--- config.mk ---
export PLATFORM = sky130hd
export DESIGN_NAME = ot_sha3_squeeze_ctrl_flat
export DESIGN_NICKNAME = d
export VERILOG_FILES = /design/src/rtl/ot_sha3_squeeze_ctrl_if.sv /design/src/rtl/ot_sha3_squeeze_ctrl.sv /design/src/flat_wrapper.sv
export SDC_FILE = /design/constraint.sdc
export NUM_CORES = 1
export LEC_CHECK = 0
export ABC_CLOCK_PERIOD_IN_PS = 4420
export CAP_MARGIN = 20
export CELL_PAD_IN_SITES_DETAIL_PLACEMENT = 1
export CELL_PAD_IN_SITES_GLOBAL_PLACEMENT = 2
export CORE_AREA = 8 8 653 655
export CTS_BUF_LIST = sky130_fd_sc_hd__clkbuf_16
export DETAILED_ROUTE_END_ITERATION = 10
export DIE_AREA = 0 0 661 663
export PLACE_DENSITY = 0.3
export SETUP_SLACK_MARGIN = 0.3
export SLEW_MARGIN = 40
export SYNTH_ARGS = -nofsm -noshare
export SYNTH_HDL_FRONTEND = slang
export SYNTH_SLANG_ARGS = --single-unit
--- constraint.sdc ---
create_clock -name clk_i -period 4.42 [get_ports clk_i]
set_input_delay 1.326 -clock clk_i [delete_from_list [all_inputs] [get_ports clk_i]]
set_output_delay 1.326 -clock clk_i [all_outputs]
set_load 0.01 [all_outputs]
--- src/rtl/ot_sha3_squeeze_ctrl_if.sv ---
// Client-side bundle of the squeeze controller: command request and digest word stream.
interface ot_sha3_squeeze_ctrl_if;
  logic        cmd_valid;
  logic        cmd_ready;
  logic [2:0]  strength;
  logic [7:0]  out_len;
  logic        msg_done;
  logic        digest_valid;
  logic        digest_ready;
  logic [63:0] digest_data;
  logic        digest_last;

  modport master (
    output cmd_valid, strength, out_len, msg_done, digest_ready,
    input  cmd_ready, digest_valid, digest_data, digest_last
  );

  modport slave (
    input  cmd_valid, strength, out_len, msg_done, digest_ready,
    output cmd_ready, digest_valid, digest_data, digest_last
  );
endinterface

--- src/rtl/ot_sha3_squeeze_ctrl.sv ---
// Sequences the SHA3 core through start/absorb/squeeze and streams the (unmasked)
// Keccak state out as 64-bit words, issuing extra runs for outputs longer than one rate block.
module ot_sha3_squeeze_ctrl #(
  parameter bit  EnMasking = 1'b0,
  localparam int Share     = EnMasking ? 2 : 1
) (
  input  logic                    clk_i,
  input  logic                    rst_i,
  ot_sha3_squeeze_ctrl_if.slave   bus,
  output logic                    start_o,
  output logic                    process_o,
  output logic                    run_o,
  output logic [3:0]              done_o,
  input  logic [3:0]              absorbed_i,
  input  logic                    squeezing_i,
  input  logic                    state_valid_i,
  input  logic [Share-1:0][1599:0] state_i,
  output logic                    busy_o,
  output logic                    error_o
);

  localparam logic [3:0] MuBi4True  = 4'h6;
  localparam logic [3:0] MuBi4False = 4'h9;

  typedef enum logic [3:0] {
    StIdle,
    StStart,
    StAbsorb,
    StProcess,
    StWaitAbsorb,
    StWaitSqueeze,
    StRead,
    StRun,
    StWaitRun,
    StDone
  } state_e;

  state_e      r_state;
  state_e      w_state_nxt;
  logic [2:0]  r_strength;
  logic [4:0]  r_word_idx;
  logic [7:0]  r_remain;
  logic        r_cmd_err;

  logic [4:0]        w_rate;
  logic [1599:0]     w_state_unm;
  logic [31:0][63:0] w_lanes;
  logic              w_accept;
  logic              w_strength_ok;
  logic              w_core_live;
  logic              w_read_err;
  logic              w_hs;

  // Rate block length in 64-bit words for each security strength.
  function automatic logic [4:0] rate_words(input logic [2:0] s);
    case (s)
      3'd0:    rate_words = 5'd21;
      3'd1:    rate_words = 5'd18;
      3'd2:    rate_words = 5'd17;
      3'd3:    rate_words = 5'd13;
      3'd4:    rate_words = 5'd9;
      default: rate_words = 5'd1;
    endcase
  endfunction

  if (EnMasking) begin : g_masked
    assign w_state_unm = state_i[0] ^ state_i[Share-1];
  end else begin : g_unmasked
    assign w_state_unm = state_i[0];
  end

  // Lanes beyond the 25 Keccak lanes read as zero so any 5-bit index is safe.
  always_comb begin
    w_lanes = '0;
    for (int i = 0; i < 25; i++) begin
      w_lanes[i] = w_state_unm[64*i +: 64];
    end
  end

  assign w_rate        = rate_words(r_strength);
  assign w_strength_ok = (bus.strength <= 3'd4);
  assign w_accept      = bus.cmd_valid && (r_state == StIdle);
  assign w_core_live   = squeezing_i && state_valid_i;
  assign w_read_err    = (r_state == StRead) && !w_core_live;
  assign w_hs          = bus.digest_valid && bus.digest_ready;

  always_comb begin
    w_state_nxt      = r_state;
    bus.cmd_ready    = 1'b0;
    bus.digest_valid = 1'b0;
    bus.digest_last  = 1'b0;
    bus.digest_data  = 64'd0;
    start_o          = 1'b0;
    process_o        = 1'b0;
    run_o            = 1'b0;
    done_o           = MuBi4False;
    busy_o           = (r_state != StIdle);
    error_o          = r_cmd_err || w_read_err;

    case (r_state)
      StIdle: begin
        bus.cmd_ready = 1'b1;
        if (w_accept && w_strength_ok) w_state_nxt = StStart;
      end
      StStart: begin
        start_o     = 1'b1;
        w_state_nxt = StAbsorb;
      end
      StAbsorb: begin
        if (bus.msg_done) w_state_nxt = StProcess;
      end
      StProcess: begin
        process_o   = 1'b1;
        w_state_nxt = StWaitAbsorb;
      end
      StWaitAbsorb: begin
        if (absorbed_i == MuBi4True) w_state_nxt = StWaitSqueeze;
      end
      StWaitSqueeze: begin
        if (w_core_live) w_state_nxt = StRead;
      end
      StRead: begin
        // Losing the squeeze state mid-stream aborts via Done so the core gets flushed.
        if (!w_core_live) begin
          w_state_nxt = StDone;
        end else begin
          bus.digest_valid = 1'b1;
          bus.digest_last  = (r_remain == 8'd1);
          bus.digest_data  = w_lanes[r_word_idx];
          if (bus.digest_ready) begin
            if (r_remain == 8'd1)                    w_state_nxt = StDone;
            else if (r_word_idx == w_rate - 5'd1)    w_state_nxt = StRun;
          end
        end
      end
      StRun: begin
        run_o       = 1'b1;
        w_state_nxt = StWaitRun;
      end
      StWaitRun: begin
        if (!squeezing_i) w_state_nxt = StWaitSqueeze;
      end
      StDone: begin
        done_o      = MuBi4True;
        w_state_nxt = StIdle;
      end
      default: w_state_nxt = StIdle;
    endcase
  end

  always_ff @(posedge clk_i or posedge rst_i) begin
    if (rst_i) begin
      r_state    <= StIdle;
      r_strength <= 3'd0;
      r_word_idx <= 5'd0;
      r_remain   <= 8'd0;
      r_cmd_err  <= 1'b0;
    end else begin
      r_state   <= w_state_nxt;
      r_cmd_err <= w_accept && !w_strength_ok;
      if (w_accept) begin
        r_strength <= bus.strength;
        r_remain   <= (bus.out_len == 8'd0) ? 8'd1 : bus.out_len;
        r_word_idx <= 5'd0;
      end else if (w_hs) begin
        r_remain   <= r_remain - 8'd1;
        r_word_idx <= (r_word_idx == w_rate - 5'd1) ? 5'd0 : r_word_idx + 5'd1;
      end
    end
  end

endmodule
--- src/flat_wrapper.sv ---
// flat-port wrapper written by rule: the top's interface ports become plain ports
module ot_sha3_squeeze_ctrl_flat 
#(
  parameter bit  EnMasking = 1'b0,
  localparam int Share     = EnMasking ? 2 : 1
)
  (clk_i, rst_i, start_o, process_o, run_o, done_o, absorbed_i, squeezing_i, state_valid_i, state_i, busy_o, error_o, bus_cmd_valid, bus_strength, bus_out_len, bus_msg_done, bus_digest_ready, bus_cmd_ready, bus_digest_valid, bus_digest_data, bus_digest_last);
  ot_sha3_squeeze_ctrl_if bus_i ();
  input  logic clk_i;
  input  logic rst_i;
  output logic start_o;
  output logic process_o;
  output logic run_o;
  output logic [3:0] done_o;
  input  logic [3:0] absorbed_i;
  input  logic squeezing_i;
  input  logic state_valid_i;
  input  logic [Share-1:0][1599:0] state_i;
  output logic busy_o;
  output logic error_o;
  input wire logic [$bits(bus_i.cmd_valid)-1:0] bus_cmd_valid;
  input wire logic [$bits(bus_i.strength)-1:0] bus_strength;
  input wire logic [$bits(bus_i.out_len)-1:0] bus_out_len;
  input wire logic [$bits(bus_i.msg_done)-1:0] bus_msg_done;
  input wire logic [$bits(bus_i.digest_ready)-1:0] bus_digest_ready;
  output wire logic [$bits(bus_i.cmd_ready)-1:0] bus_cmd_ready;
  output wire logic [$bits(bus_i.digest_valid)-1:0] bus_digest_valid;
  output wire logic [$bits(bus_i.digest_data)-1:0] bus_digest_data;
  output wire logic [$bits(bus_i.digest_last)-1:0] bus_digest_last;
  assign bus_i.cmd_valid = bus_cmd_valid;
  assign bus_i.strength = bus_strength;
  assign bus_i.out_len = bus_out_len;
  assign bus_i.msg_done = bus_msg_done;
  assign bus_i.digest_ready = bus_digest_ready;
  assign bus_cmd_ready = bus_i.cmd_ready;
  assign bus_digest_valid = bus_i.digest_valid;
  assign bus_digest_data = bus_i.digest_data;
  assign bus_digest_last = bus_i.digest_last;
  ot_sha3_squeeze_ctrl #(.EnMasking(EnMasking)) u_core (.clk_i(clk_i), .rst_i(rst_i), .bus(bus_i), .start_o(start_o), .process_o(process_o), .run_o(run_o), .done_o(done_o), .absorbed_i(absorbed_i), .squeezing_i(squeezing_i), .state_valid_i(state_valid_i), .state_i(state_i), .busy_o(busy_o), .error_o(error_o));
endmodule
======== Word-level counts from Yosys, hierarchy flattened ========
Index checks and enable logic that the tools add are counted.
storage, ports and cells
  output and inout bits ................... 76
  input port bits ......................... 1622
  register bits after elaboration ......... 21
  word-level logic and storage cells ...... 78
  memory bits (writable) .................. 0
  bits in latches ......................... 0
  bits in read-only memories .............. 0
  memories ................................ 0
operators by class
  bitwise operators ....................... 0
  magnitude comparators ................... 2
  $mul .................................... 0
  equality and inequality tests ........... 23
  reductions and logical operators ........ 15
  shifts and indexed selects .............. 0
  mux-type cells .......................... 30
  divide/modulo/power cells ............... 0
  $add $sub $neg .......................... 3
operators by type and width
  cell                   number
  $bmux W64 S5           1
  $mux W64               3
  $mux W4                10
  $pmux W4 S9            1
  $pmux W5 S5            1
  $mux W8                3
  $eq A4 B3 Y1 const B   5
  $mux W5                3
  $eq A4 B2 Y1 const B   2
  $eq A4 B4 Y1 const B   2
  $eq A8 B1 Y1 const B   1
  $logic_not A8 Y1       1
  $mux W1                8
  $sub A8 B1 Y8 const B  1
  $reduce_and A7 Y1      1
  $eq A3 B2 Y1 const B   2
  $logic_and A1 B1 Y1    6
  $lt A5 B6 Y1 const B   1
  $ne A2 B2 Y1 const B   3
  $add A5 B1 Y5 const B  1
  $eq A5 B5 Y1           1
  $sub A5 B1 Y5 const B  1
  $eq A4 B1 Y1 const B   1
  $logic_not A4 Y1       1
  11 further kinds       13

======== Depth between registers and ports, before layout ========
Gate-level depths: netlist of run 1.
  word-level depth ........................ 9
  mapped depth ............................ 9
  depth with buffers taken out ............ 8

======== Worst setup path before layout of run 1 ========
OpenSTA, ideal clock, no wires.
  kind .................................... input to output
  start ................................... in state_i[1017] in the netlist's numbering
  end ..................................... out bus_digest_data[57]
  stages on the path ...................... 4
  setup slack ............................. 0.707 ns
  arrival time ............................ 2.387 ns
  path buffers ............................ 0
  cell sequence ........................... mux4_2 > mux4_2 > nor2_1 > a211oi_1
on the way
  longest elaborated chain between the ends .. 4
RTL lines
  item                            line                         RTL
  from (decl)                     flat_wrapper.sv:18           input logic [Share-1:0][1599:0] state_i;
  $bmux W64 S5                    ot_sha3_squeeze_ctrl.sv:129  bus.digest_data = w_lanes[r_word_idx];
  $mux W64 (implied by the code)  ot_sha3_squeeze_ctrl.sv:129
  $mux W64                        ot_sha3_squeeze_ctrl.sv:124  if (!w_core_live) begin
  $mux W64                        ot_sha3_squeeze_ctrl.sv:100  case (r_state)
  to (decl)                       flat_wrapper.sv:28           output wire logic [$bits(bus_i.digest_data)-1:0] bus_digest_data;
No other way between the ends. The select of a mux whose other input is x is not followed.

======== Worst setup path after layout of run 1 ========
  start ................................... in state_i[764] in the netlist's numbering
  end ..................................... out bus_digest_data[60]
The elaborated chain is that of the path after synthesis.

==> results of run 1 <==
registers in the layout, summed over array words and instances (netlist names):
name and cells:
u_core.r_remain 8, u_core.r_strength 3, u_core.r_state 4, u_core.r_word_idx 5, u_core.r_cmd_err 1
how the worst min path moves through the flow:
stage | from | end | slack (ns)
2_1_floorplan | u_core.r_remain[1] | u_core.r_remain[1] | 0.50
3_3_place_gp | u_core.r_remain[5] | u_core.r_remain[5] | 0.54
3_5_place_dp | u_core.r_remain[1] | u_core.r_remain[1] | 0.53
4_1_cts | u_core.r_remain[1] | u_core.r_remain[1] | 0.56
5_1_grt | u_core.r_remain[1] | u_core.r_remain[1] | 0.59
6_report | u_core.r_remain[1] | u_core.r_remain[1] | 0.56
area by class of cell:
cell class                 instances  area (um^2)  area share
clock buffer                       3         75.1     0.00183
sequential                        21          544      0.0133
inverter                          13         51.3     0.00125
tap                             5497         6880       0.168
clock inverter                     1         7.51    0.000183
multi-input combinational        957        13500       0.329
antenna                          150          375     0.00915
timing repair buffer            2002        19600       0.478
per-stage QoR:
stage,utilization,setup slack (ns),instances,instance area (um^2),setup TNS (ns)
2_1_floorplan,-,0.707,1152,14200,0
3_3_place_gp,0.0953,-1.40,8394,39600,-41.88
3_5_place_dp,0.0953,-1.39,8394,39600,-41.65
4_1_cts,0.0953,-0.214,8438,39600,-6.14
5_1_grt,0.0980,-0.210,8515,40700,-6.16
6_report,0.0988,-0.173,8644,41000,-3.49
cell families after synthesis:
logic type / after synthesis / share of synthesized area
fa+ha+maj: 5 / 0.00424
mux: 449 / 0.712
buf+inv: 174 / 0.0612
simple gates: 261 / 0.0792
compound gates: 237 / 0.103
flops: 21 / 0.0371
xor+xnor: 5 / 0.00309
routing by layer:
| layer | track usage | vias to the layer above | part of all wire |
|---|---|---|---|
| met5 | 0 | - | 0.0045 |
| met4 | 0.00416 | 218 | 0.014 |
| met3 | 0.0556 | 718 | 0.099 |
| met2 | 0.250 | 1667 | 0.50 |
| met1 | 0.156 | 11300 | 0.38 |
| li1 | - | 8928 | - |
cell usage in the layout (no fill, tap or decap), types with 35 or more instances in the layout:
cell type,count
sky130_fd_sc_hd__clkdlybuf4s50_1,773
sky130_fd_sc_hd__buf_2,179
sky130_fd_sc_hd__clkdlybuf4s15_2,40
sky130_fd_sc_hd__dlymetal6s2s_1,89
sky130_fd_sc_hd__mux4_2,448
sky130_fd_sc_hd__nand2_1,136
sky130_fd_sc_hd__a211oi_2,40
sky130_fd_sc_hd__clkbuf_2,35
sky130_fd_sc_hd__buf_4,194
sky130_fd_sc_hd__clkdlybuf4s15_1,136
sky130_fd_sc_hd__buf_6,90
sky130_fd_sc_hd__dlygate4sd2_1,356
sky130_fd_sc_hd__a21oi_1,101
sky130_fd_sc_hd__diode_2,150
sky130_fd_sc_hd__buf_12,79
worst register-to-register path, stage by stage (launching register included):
cell and delay, ns:
sky130_fd_sc_hd__dfrtp_1 0.52, sky130_fd_sc_hd__or3b_1 0.45, sky130_fd_sc_hd__ha_1 0.28, sky130_fd_sc_hd__maj3_1 0.35, sky130_fd_sc_hd__o21ai_0 0.22, sky130_fd_sc_hd__xnor2_1 0.21, sky130_fd_sc_hd__a21boi_0 0.57, sky130_fd_sc_hd__nor3_1 0.14
power by group:
part | internal [mW] | switching, mW | total (mW)
registers | 0.269 | 0.121 | 0.390
clock network | 0.123 | 0.0895 | 0.213
logic | 5.93 | 4.82 | 10.8
repair_timing:
| action | CTS | global route |
|---|---|---|
| endpoints found under the setup margin | 67 | 64 |
| gates resized for setup | 2052 | 286 |
| setup buffers | 35 | 50 |
| hold endpoints to repair | 0 | 0 |
| pin swaps | 100 | 65 |
| gates cloned | 5 | 6 |
==> impl_metrics.yaml, run 1 <==
clock_network:
  ctsLongestPathBuffers: 2
  clkTransAtPathRegs_ns: 0.07
  cts_tree: "done"
  clock_sink_count: 21
  cts.hold.buffers_added: 0
  worst_skew_pair.late_latency_ns: 0.27
  clk_root_buffer_cell: "sky130_fd_sc_hd__clkbuf_16"
  cts-htree-levels: 1
  numCtsBuffers: 3
place:
  detailedPlacementHpwl_um: 295000
  port-buffer-count: 1697
  place.gp.congestion: 0.863
sta:
  final_hold_slack_ns: 0.558
  fmax_mhz: 218
  final-hold-violation-count: 0
  slew_viol_final: 0
  timing_worst_slew_pin_value_ns: 0.685
  timing.clock.skew_ns: 0.00557
  setup-violations-final: 39
  timing.final.ws_setup_ns: -0.173
  finalCritPeriodShare: 1.04
  rsz0062_at_grt: "true"
  final_period_minus_worst_setup_slack_ns: 4.59
  slew_headroom: 0.543
setup_path:
  critical-path-max-stage-delay_ns: 0.54
  cp_slowest_cell: "sky130_fd_sc_hd__mux4_2"
  timing.critical_path.depth: 7
  peak_fanout_along_the_critical_path: 2
  crit_path_frequent_cell: "sky130_fd_sc_hd__mux4_2"
  timing.critical_path.from: "state_i[764]"
  worstPathCellList: "dlygate4sd2_1 > mux4_2 > mux4_2 > nor2_4 > buf_6 > a211oi_4 > buf_2"
  reg2reg_slack_ns: 1.54
  launch_point_of_the_worst_reg_to_reg_path: "u_core.r_strength[0]"
  critPathTopFamily: "multiplexers"
  reg2regPathDepth: 7
  setup.worst_path.end_class: "primary output"
  worst_r2r_endpoint: "u_core.r_state[0]"
  setup.worst_path.class: "in2out"
  timing.critical_path.to: "bus_digest_data[60]"
  critPathArrivalTime_ns: 3.27
  worst_path_buf_inv: 3
  worstPathRequired_ns: 3.09
  cp_startpoint_kind: "input port"
layout:
  area_growth_syn_to_layout_pct: 189
  fill_cells: 48600
  post_route_cells_drive_above_1_share: 0.418
  final_nets: 4624
power_and_ir_drop:
  pwr_dens_mw_per_mm2: 277
  max-vdd-ir-drop_uv: 126
  post-layout-total-power_mw: 11.4
  p_leak_nw: 14.0
logic_synthesis:
  post_synthesis_average_cell_area_um2: 12.3
  ys_types: 51
  synthDominantAreaCellType: "sky130_fd_sc_hd__mux4_2"
  syn-num-nets: 2778
  netlist_top_cells_area: "sky130_fd_sc_hd__mux4_2 (71%), sky130_fd_sc_hd__a21oi_1 (4.6%), sky130_fd_sc_hd__nand2_1 (3.9%)"
  synth-async-reset-ratio: 1.00
  netlist_area_mm2: 0.0142
  synthesis.instances: 1152
  synth_register_bits: 21
  dominantRegCellSynth: "sky130_fd_sc_hd__dfrtp_1"
  synth.most_common_cell: "sky130_fd_sc_hd__mux4_2"
  total_of_warnings_raised_by_yosys: 0
  synth_common_cells: "sky130_fd_sc_hd__mux4_2 (448), sky130_fd_sc_hd__nand2_1 (148), sky130_fd_sc_hd__a21oi_1 (131)"
  synth_largest_type_area_fraction: 0.712
  synth_edf_count: 0
  synth-seq-area-share: 0.0371
outcome:
  failed_checks: "setup timing"
  status: "finished with violations"
worst_hold_path:
  hold_path.class: "reg2reg"
  hold_depth: 1
routing:
  wire_per_inst_um: 36.7
  routed_via_density: 2.64
  route.vias.total: 22900
  firstDrtPassIters: 5
  drc_errors: 0
  wirelength_um: 317000
  antenna_left: 0
  drt-initial-drc-count: 1367
grt:
  global_route.overflow_total: 0
  first_global_vias: 23500
  wire_length_of_the_first_global_routing_pass_um: 371000
  number_of_antenna_violations_at_the_first_check_in_global_routing: 487
  grt_max_degree: 50
  global_route.usage.total: 0.137
floorplan:
  die_area_mm2: 0.438
  core-area_mm2: 0.415
  die_width_um: 661
  floorplan.die.height_um: 663
  core.rowCount: 237
  pin_count: 1698
  floorplan.initialDensity: 0.0341
run:
  cap_violations: 0
Note: power is estimated with default switching activity, not from simulation.
==> run 2: changes to the inputs <==
--- a/config.mk
+++ b/config.mk
@@ -5,14 +5,13 @@
 export SDC_FILE = /design/constraint.sdc
 export NUM_CORES = 1
 export LEC_CHECK = 0
-export ABC_CLOCK_PERIOD_IN_PS = 4420
-export CAP_MARGIN = 20
 export CELL_PAD_IN_SITES_DETAIL_PLACEMENT = 1
 export CELL_PAD_IN_SITES_GLOBAL_PLACEMENT = 2
 export CORE_AREA = 8 8 653 655
 export CTS_BUF_LIST = sky130_fd_sc_hd__clkbuf_16
 export DETAILED_ROUTE_END_ITERATION = 10
 export DIE_AREA = 0 0 661 663
+export GPL_ROUTABILITY_DRIVEN = 0
 export PLACE_DENSITY = 0.3
 export SETUP_SLACK_MARGIN = 0.3
 export SLEW_MARGIN = 40
==> results of run 2 <==
Final layout, timing and power as in run 1 (identical DEF).
